## config.mk

```make
export PLATFORM = sky130hd
export DESIGN_NAME = hazard_ctrl_unit
export DESIGN_NICKNAME = d
export VERILOG_FILES = /design/src/rtl/hazard_ctrl_unit.sv
export SDC_FILE = /design/constraint.sdc
export NUM_CORES = 1
export LEC_CHECK = 0
export CAP_MARGIN = 25
export CORE_ASPECT_RATIO = 0.5
export CORE_MARGIN = 2
export CORE_UTILIZATION = 35
export DETAILED_ROUTE_END_ITERATION = 6
export GPL_ROUTABILITY_DRIVEN = 0
export SLEW_MARGIN = 15
export SYNTH_ARGS = -nofsm -noshare
export SYNTH_HDL_FRONTEND = slang
export SYNTH_SLANG_ARGS = --single-unit
```

## constraint.sdc

```tcl
create_clock -name clk -period 3.3 [get_ports clk]
set_clock_uncertainty 0.15 [all_clocks]
set_input_delay 0.99 -clock clk [delete_from_list [all_inputs] [get_ports clk]]
set_output_delay 0.99 -clock clk [all_outputs]
set_load 0.03 [all_outputs]
```

## src/rtl/hazard_ctrl_unit.sv

```systemverilog
// Load-use / taken-branch hazard controller beside the ID stage.
// Drives stall/bubble/flush for the pipeline registers and keeps saturating event counters.

module hazard_src_cmp #(
    parameter int REG_AW = 5
) (
    input  logic [REG_AW-1:0] src,
    input  logic              vld,
    input  logic [REG_AW-1:0] dst,
    output logic              hit
);
    assign hit = vld && (src == dst);
endmodule

module hazard_ctrl_unit #(
    parameter int REG_AW     = 5,
    parameter int NUM_SRC    = 2,
    parameter int LOAD_LAT   = 1,
    parameter int BR_PENALTY = 1,
    parameter int CNT_W      = 16
) (
    input  logic                      clk,
    input  logic                      rst_n,
    input  logic [NUM_SRC*REG_AW-1:0] id_src,
    input  logic [NUM_SRC-1:0]        id_src_vld,
    input  logic [REG_AW-1:0]         ex_dst,
    input  logic                      ex_mem_read,
    input  logic                      br_taken,
    output logic                      stall,
    output logic                      bubble,
    output logic                      flush,
    output logic                      busy,
    output logic [CNT_W-1:0]          stall_cnt,
    output logic [CNT_W-1:0]          flush_cnt
);
    typedef enum logic [1:0] {IDLE, LSTALL, FLUSH} state_t;

    localparam int REM_W = 4;
    localparam logic [REM_W-1:0] LD_RELOAD = REM_W'(LOAD_LAT - 1);
    localparam logic [REM_W-1:0] BR_RELOAD = REM_W'(BR_PENALTY - 1);

    state_t             state, state_nxt;
    logic [REM_W-1:0]   rem, rem_nxt;
    logic [NUM_SRC-1:0] src_hit;
    logic               hit;

    for (genvar g = 0; g < NUM_SRC; g++) begin : g_src
        hazard_src_cmp #(.REG_AW(REG_AW)) u_cmp (
            .src (id_src[g*REG_AW +: REG_AW]),
            .vld (id_src_vld[g]),
            .dst (ex_dst),
            .hit (src_hit[g])
        );
    end

    // r0 is hardwired zero, so a load targeting it can never create a dependency
    assign hit = ex_mem_read && (ex_dst != '0) && (|src_hit);

    always_comb begin
        state_nxt = state;
        rem_nxt   = rem;
        stall     = 1'b0;
        bubble    = 1'b0;
        flush     = 1'b0;
        if (br_taken) begin
            flush = 1'b1;
            if (BR_PENALTY > 1) begin
                state_nxt = FLUSH;
                rem_nxt   = BR_RELOAD;
            end else begin
                state_nxt = IDLE;
                rem_nxt   = '0;
            end
        end else begin
            case (state)
                IDLE: begin
                    if (hit) begin
                        stall  = 1'b1;
                        bubble = 1'b1;
                        if (LOAD_LAT > 1) begin
                            state_nxt = LSTALL;
                            rem_nxt   = LD_RELOAD;
                        end
                    end
                end
                LSTALL: begin
                    stall   = 1'b1;
                    bubble  = 1'b1;
                    rem_nxt = rem - 1'b1;
                    if (rem == 1) state_nxt = IDLE;
                end
                FLUSH: begin
                    flush   = 1'b1;
                    rem_nxt = rem - 1'b1;
                    if (rem == 1) state_nxt = IDLE;
                end
                default: begin
                    state_nxt = IDLE;
                    rem_nxt   = '0;
                end
            endcase
        end
        // held-in-reset pipeline must see no control activity
        if (!rst_n) begin
            stall  = 1'b0;
            bubble = 1'b0;
            flush  = 1'b0;
        end
    end

    assign busy = rst_n && (state != IDLE);

    always_ff @(posedge clk) begin
        if (!rst_n) begin
            state     <= IDLE;
            rem       <= '0;
            stall_cnt <= '0;
            flush_cnt <= '0;
        end else begin
            state <= state_nxt;
            rem   <= rem_nxt;
            if (stall && (stall_cnt != '1)) stall_cnt <= stall_cnt + 1'b1;
            if (flush && (flush_cnt != '1)) flush_cnt <= flush_cnt + 1'b1;
        end
    end
endmodule
```

==> impl_metrics.yaml <==
logic_synthesis:
  avgSynthCellArea_um2: 8.76
  synth_top_family_by_area: "simple AND/OR/NAND/NOR gates"
  synthAdderAreaFrac_pct: 1.47
  ys_ff_latch: 32
  syn-num-nets: 218
  ys_types: 44
  synthCells: 195
  synth-simple-area-share_pct: 30.7
  synth_edf_count: 0
  synth-async-reset-ratio_pct: 0
  synth_area_mm2: 0.00171
  yosysWarnings: 0
  muxShareOfSynthArea_pct: 0
  synthXorXnorAreaFrac_pct: 12.3
  ys_seq_area_share_pct: 37.5
  synth_compound_area_share_pct: 14.1
  synth_ff_type: "dfxtp_1"
clock_network:
  cts_max_path_buffers: 2
  htree_levels: 2
  cts_hold_buf: 0
  cts.sinks: 32
  clk_latency_ns: 0.28
  cts_buffers: 5
  cts_root_buffer: "clkbuf_8"
  path_clk_slew_ns: 0.07
  cts_tree: "yes"
sta:
  fmax_mhz: 308
  hold_viol_final: 0
  setup_tns_ns: 0
  rsz0062_at_grt: "false"
  final.period_utilization_pct: 98.5
  min_period_ns: 3.25
  maxSlewViolCount: 0
  setup_viol: 0
final_layout:
  finish.utilization_pct: 54.0
  drive_above_1_share_pct: 16.0
  mostFrequentLayoutCells: "clkdlybuf4s50_1 (37), dfxtp_1 (32), xnor2_1 (15)"
  layout_commonest_cell: "clkdlybuf4s50_1"
  nets: 286
  final_area_mm2: 0.00246
  layoutNonFillerInstCount: 329
  syn2layout_area_growth_pct: 44.0
  antennaDiodeCount: 0
global_routing:
  grt_remaining_overflow: 0
  grt_pass1_vias: 1617
  grt_max_degree: 17
  antenna_found_initial: 0
  grt_pass1_wl_um: 7250
  grtUsageTotal_pct: 17.1
die:
  core_area_mm2: 0.00455
  die_w_um: 103
  ios: 57
  die_h_um: 53.4
  row_count: 17
  start_util_pct: 37.5
  dieArea_mm2: 0.00549
critical_path:
  crit_type: "primary input to output pin"
  end_kind: "output pin"
  critPathLaunchType: "primary input"
  cp.arrival_ns: 2.11
  critPathRequiredTime_ns: 2.16
  cp_max_fo: 3
pwr:
  peakVddDrop_mv: 0.177
  power.leakage_nw: 0.866
  power_density_mw_per_mm2: 325
  total_power_mw: 0.798
detailed_routing:
  finalWirelength_um: 4170
  vias: 1637
  drtIter0Drc: 30
  wl_per_cell_um: 12.7
  avgViaCountPerCell: 4.98
  drc: 0
  drtPass1Iterations: 4
  ant_nets: 0
run_status:
  status: "complete, no violations"
run:
  drv_cap: 0
hold_path:
  hp-class: "flop to flop"
placement:
  portBuffers: 55
  place_inst: 321
  dp_hpwl_um: 3150
  post_dp_cell_area_mm2: 0.00238
[per-layer routing]
metal	wire length, µm	vias up	track usage (%)
met5	0	-	0
met4	59	0	5.48
met3	123	7	4.76
met2	1950	32	30.1
met1	2030	756	20.5
li1	-	842	-
[logic make-up (layout without fill, tap and decap cells)]
group / count (synthesis) / count (layout)
DFF: 32 / 32
buffers and inverters: 10 / 78
xor gates and xnor gates: 24 / 24
adders and majority gates: 2 / 2
and+or+nand+nor: 89 / 89
AOI/OAI and AO/OA: 37 / 37
other: 1 / 1
[area by class of cell]
type                            count  area [µm²]
Inverter                            4        15.0
Fill cell                         455        2090
Tap cell                           66        82.6
Timing Repair Buffer               67         607
Multi-Input combinational cell    153        1020
Clock buffer                        7        96.3
Sequential cell                    32         641
[synth_stat cells (2+ instances only)]
cell type | count | area [µm²]
nor2_1 | 14 | 52.6
inv_1 | 4 | 15.0
o31ai_1 | 2 | 15.0
or4_1 | 3 | 22.5
dfxtp_1 | 32 | 641
nand4_1 | 12 | 75.1
nand3_1 | 12 | 60.1
a21oi_2 | 2 | 17.5
xnor2_1 | 15 | 131
o21ai_1 | 3 | 15.0
buf_4 | 2 | 15.0
and3_1 | 6 | 37.5
or3_1 | 9 | 56.3
o21ai_0 | 9 | 45.0
nand3_2 | 2 | 20.0
and2_1 | 7 | 43.8
xor2_1 | 9 | 78.8
a21oi_1 | 12 | 60.1
nand2_1 | 13 | 48.8
ha_1 | 2 | 25.0
and4_1 | 2 | 17.5
[critical path: stages]
cell and delay [ns]:
buf_2 0.12, or4_4 0.54, nor2_4 0.11, nor3_4 0.04
and2_4 0.17, buf_6 0.13
[worst paths after layout]
| path | slack [ns] | endpoint | from | cells past startpoint |
|---|---|---|---|---|
| hold reg to reg | 0.35 | flush_cnt[8] | flush_cnt[8] | 2 |
| hold / removal | 0.35 | flush_cnt[8] | flush_cnt[8] | 2 |
| setup / recovery | 0.05 | stall | ex_dst[1] | 6 |
| setup reg to reg | 1.29 | stall_cnt[15] | stall_cnt[0] | 6 |
[registers in the layout (all words and copies together) (netlist names)]
register / cells
flush_cnt: 16
stall_cnt: 16
[report_power, final]
part	leakage [nW]	internal [mW]	switching (mW)	total, mW
sequential	0.258	0.389	0.00297	0.392
clock	0.0503	0.186	0.141	0.327
combinational	0.557	0.0406	0.0391	0.0797
[repair_timing]
action                     CTS  global route
pin swaps                   15             8
setup endpoints to repair    2             2
gates resized for setup     40             4
setup buffers                1             0
[through the flow]
step | worst slack [ns] | hold WS [ns]
after floorplan | 0.0533 | 0.453
after global placement | -0.765 | 0.328
after detailed placement | -0.822 | 0.344
after CTS | 0.0195 | 0.356
after global routing | 0.00138 | 0.386
final | 0.0493 | 0.351
Power figures use the tool's default switching activity.
